$ cat config.mk
export PLATFORM = sky130hd
export DESIGN_NAME = uart_tx_serializer
export DESIGN_NICKNAME = d
export VERILOG_FILES = /design/src/rtl/uart_tx_serializer.sv
export SDC_FILE = /design/constraint.sdc
export NUM_CORES = 1
export LEC_CHECK = 0
export ABC_AREA = 1
export BUFFER_PORTS_ARGS = -buffer_cell sky130_fd_sc_hd__buf_2
export CAP_MARGIN = 20
export CORE_ASPECT_RATIO = 0.75
export CORE_MARGIN = 1.5
export CORE_UTILIZATION = 45
export DETAILED_ROUTE_END_ITERATION = 12
export GPL_TIMING_DRIVEN = 1
export PLACE_DENSITY_LB_ADDON = 0.3
export RECOVER_POWER = 100
export SLEW_MARGIN = 0
export SYNTH_ARGS = -nofsm -noshare
export SYNTH_HDL_FRONTEND = slang
export SYNTH_SLANG_ARGS = --single-unit
export TNS_END_PERCENT = 30
$ cat constraint.sdc
create_clock -name clk -period 1.3 [get_ports clk]
set_input_delay 0 -clock clk [delete_from_list [all_inputs] [get_ports clk]]
set_output_delay 0 -clock clk [all_outputs]
set_load 0.05 [all_outputs]
$ cat src/rtl/uart_tx_serializer.sv
// UART transmit serializer: valid/ready byte in, LSB-first frame out on tx.
// Define UART_TX_PARITY_EN to append one even-parity bit after the data MSB.
module uart_tx_serializer #(
  parameter int CLKS_PER_BIT = 4,
  parameter int DATA_BITS    = 8,
  parameter int STOP_BITS    = 1
) (
  input  logic                 clk,
  input  logic                 reset,
  input  logic [DATA_BITS-1:0] tx_data,
  input  logic                 tx_valid,
  output logic                 tx_ready,
  output logic                 tx,
  output logic                 busy
);

  localparam int CW = (CLKS_PER_BIT > 1) ? $clog2(CLKS_PER_BIT) : 1;
  localparam int IW = (DATA_BITS > 1) ? $clog2(DATA_BITS) : 1;
  localparam logic [CW-1:0] CNT_MAX = CW'(CLKS_PER_BIT - 1);
  localparam logic [IW-1:0] IDX_MAX = IW'(DATA_BITS - 1);
  localparam logic          STP_MAX = 1'(STOP_BITS - 1);

  typedef enum logic [2:0] {
    IDLE,
    START,
    DATA,
`ifdef UART_TX_PARITY_EN
    PARITY,
`endif
    STOP
  } state_t;

  state_t               state;
  logic [CW-1:0]        cnt;
  logic [IW-1:0]        bit_idx;
  logic                 stop_idx;
  logic [DATA_BITS-1:0] sh;
  logic                 bit_end;
`ifdef UART_TX_PARITY_EN
  logic                 par_q;
`endif

  assign bit_end  = (cnt == CNT_MAX);
  assign tx_ready = (state == IDLE);
  assign busy     = ~tx_ready;

  always_ff @(posedge clk or posedge reset) begin
    if (reset) begin
      state    <= IDLE;
      tx       <= 1'b1;
      cnt      <= '0;
      bit_idx  <= '0;
      stop_idx <= 1'b0;
      sh       <= '0;
`ifdef UART_TX_PARITY_EN
      par_q    <= 1'b0;
`endif
    end else begin
      // baud counter free-runs inside a frame, wraps on every bit boundary
      if (state == IDLE || bit_end) cnt <= '0;
      else                          cnt <= cnt + 1'b1;

      unique case (state)
        IDLE: begin
          if (tx_valid) begin
            sh      <= tx_data;
            state   <= START;
            tx      <= 1'b0;
            bit_idx <= '0;
`ifdef UART_TX_PARITY_EN
            par_q   <= ^tx_data;
`endif
          end
        end
        START: begin
          if (bit_end) begin
            state <= DATA;
            tx    <= sh[0];
            sh    <= sh >> 1;
          end
        end
        DATA: begin
          if (bit_end) begin
            if (bit_idx == IDX_MAX) begin
`ifdef UART_TX_PARITY_EN
              state <= PARITY;
              tx    <= par_q;
`else
              state    <= STOP;
              tx       <= 1'b1;
              stop_idx <= 1'b0;
`endif
            end else begin
              bit_idx <= bit_idx + 1'b1;
              tx      <= sh[0];
              sh      <= sh >> 1;
            end
          end
        end
`ifdef UART_TX_PARITY_EN
        PARITY: begin
          if (bit_end) begin
            state    <= STOP;
            tx       <= 1'b1;
            stop_idx <= 1'b0;
          end
        end
`endif
        STOP: begin
          if (bit_end) begin
            if (stop_idx == STP_MAX) state <= IDLE;
            else                     stop_idx <= 1'b1;
          end
        end
        default: begin
          state <= IDLE;
          tx    <= 1'b1;
        end
      endcase
    end
  end

endmodule
==> results.json <==
{
  "clkTransAtPathRegs_ps": 100,
  "clkLatencyLatePin_ps": 290,
  "ir_drop_mv": 1.752,
  "drive_gt1_frac": 0.2903,
  "overflow": 0,
  "vias_per_cell": 4.832,
  "cp.required_ps": 1300,
  "rsz0062_at_grt": "yes",
  "numCtsBuffers": 3,
  "vias": 865,
  "hold_viol": 0,
  "ys_warn_count": 0,
  "grtUsageMet3": 0.06140,
  "ys_ff_latch": 16,
  "critPathKind": "flip-flop to output port",
  "root_buffer": "clkbuf_4",
  "met1_usage": 0.2449,
  "syn2layout_area_growth_pct": 26.64,
  "hp-class": "input port to flip-flop",
  "p_leak_nw": 0.7022,
  "wl_mm": 1.965,
  "utilization": 0.6186,
  "worst_slack_ps": -59.18,
  "critPathMaxFanout": 5,
  "powerDensity_nw_per_um2": 2628,
  "drt_iter0_markers": 26,
  "drc_errors": 0,
  "first_global_vias": 791,
  "finalMaxSlewViolations": 0,
  "hpwl_mm": 1.461,
  "gp_congestion": 0.8217,
  "core-area_um2": 2067,
  "finalNetCount": 176,
  "fmax_mhz": 735.7,
  "relSlewSlack": 0.5892,
  "initial_core_util": 0.4885,
  "grt_pass1_wl_mm": 3.456,
  "grt_use_met2": 0.2886,
  "dr.pass1.iters": 4,
  "grt_max_degree": 17,
  "fp-row-count": 14,
  "synthArstFlopShare": 1.000,
  "power.total_mw": 3.361,
  "yosysSeqAreaShare": 0.3978,
  "ctsHtreeMaxLevel": 1,
  "synth_edf_count": 0,
  "synthFlopType": "dfrtp_1",
  "layout_commonest_cell": "nand2_1",
  "top_usage_layer": "met2",
  "cts_tree": "done",
  "tightest_slew_ps": 615.6,
  "antenna_cells": 0,
  "post-route-min-period_ps": 1359,
  "avgSynthCellArea_um2": 7.708,
  "yosysUniqueCellTypes": 20,
  "cts_sinks": 16,
  "layout_common_cells": "43 x nand2_1, 16 x inv_1, 13 x dfrtp_1",
  "start_kind": "flip-flop",
  "synthesis.nets": 151,
  "crit_path_end_kind": "output port",
  "die_h_um": 44.02,
  "drv_cap": 0,
  "netlist_area_um2": 1010,
  "dp_slack_ps": -78.47,
  "ant_nets": 0,
  "violations": "setup timing",
  "routedWlPerCell_um": 10.98,
  "die_area_um2": 2540,
  "status": "complete, but fails checks",
  "finalSetupViolations": 15,
  "io_buffers": 13,
  "antenna_found_initial": 0,
  "cts_buffer_depth": 2,
  "fin_crit_sh": 1.046,
  "synthCells": 131,
  "die_w_um": 57.70,
  "cp.arrival_ps": 1360,
  "tns_ps": -518.0,
  "num_io_pins": 14,
  "track_usage": 0.1822,
  "finClkSkew_ps": 3.876
}
stage by stage:
stage	std cells	instance area, µm²	hold WS (ps)
CTS	179	1269	29.66
global placement	171	1165	106.9
floorplan	131	1049	-87.04
finish	179	1279	33.78
global route	179	1279	57.14
detailed placement	171	1165	108.7
cell usage after synthesis (2+ instances only):
| master | number | area, µm² |
|---|---|---|
| nor2_1 | 7 | 26.28 |
| inv_1 | 19 | 71.32 |
| o21ai_0 | 10 | 50.05 |
| nand3_1 | 10 | 50.05 |
| dfrtp_1 | 15 | 375.4 |
| nand2_1 | 46 | 172.7 |
| ha_1 | 9 | 112.6 |
| o21ai_2 | 2 | 17.52 |
| nand3b_1 | 2 | 15.01 |
sequential cells by signal (all words and copies together) (netlist names):
name     cells
bit_idx      3
tx           1
cnt          2
state        2
sh           8
where the power goes:
group          leakage (nW)  switching (mW)  internal (mW)  total [mW]
registers             0.201           0.144          0.726       0.871
logic                 0.480            1.29          0.864        2.15
clock network        0.0210           0.165          0.171       0.336
total                 0.702            1.60           1.76        3.36
final timing paths:
kind / from / to / slack, ps / cells past startpoint
max in group asynchronous: reset / state[1] / 550 / 3
max reg2reg: bit_idx[0] / sh[6] / -50 / 6
max: state[0] / busy / -60 / 5
min reg2reg: cnt[0] / cnt[0] / 440 / 1
min: tx_data[7] / sh[7] / 30 / 5
min in group asynchronous: reset / sh[6] / 310 / 3
cells by family (layout without fill, tap and decap cells):
group / count (synthesis) / in the layout / share of synthesized area
buf+inv: 21 / 45 / 0.08674
flops: 16 / 16 / 0.3978
compound gates: 13 / 13 / 0.08303
fa+ha+maj: 9 / 9 / 0.1115
simple gates: 72 / 72 / 0.3210
metal layers:
| layer | wire, µm | share of wire |
|---|---|---|
| met1 | 974 | 0.50 |
| met2 | 895 | 0.46 |
| met3 | 83 | 0.042 |
| met4 | 11 | 0.0056 |
| met5 | 0 | 0 |
final cells by class:
cell class / instances / area, µm²
clock buffers: 4 / 36.28
repair buffers: 22 / 151.4
multi-input cells: 94 / 585.6
flip-flops and latches: 16 / 404.1
fillers: 178 / 788.3
well taps: 24 / 30.03
inverters: 19 / 71.32
what timing repair did:
| action | CTS | global route |
|---|---|---|
| hold buffers | 1 | 0 |
| buffers inserted | 3 | 0 |
| endpoints found under the setup margin | 15 | 16 |
| pin swaps | 9 | 5 |
| endpoints found under the hold margin | 15 | 0 |
| resized for setup | 10 | 2 |
critical path, cell delays in order (launching register included):
cell     delay, ps
dfrtp_2        450
inv_2          100
ha_4           160
buf_4          140
inv_1           40
buf_4          180
(Power assumes the default switching activity.)
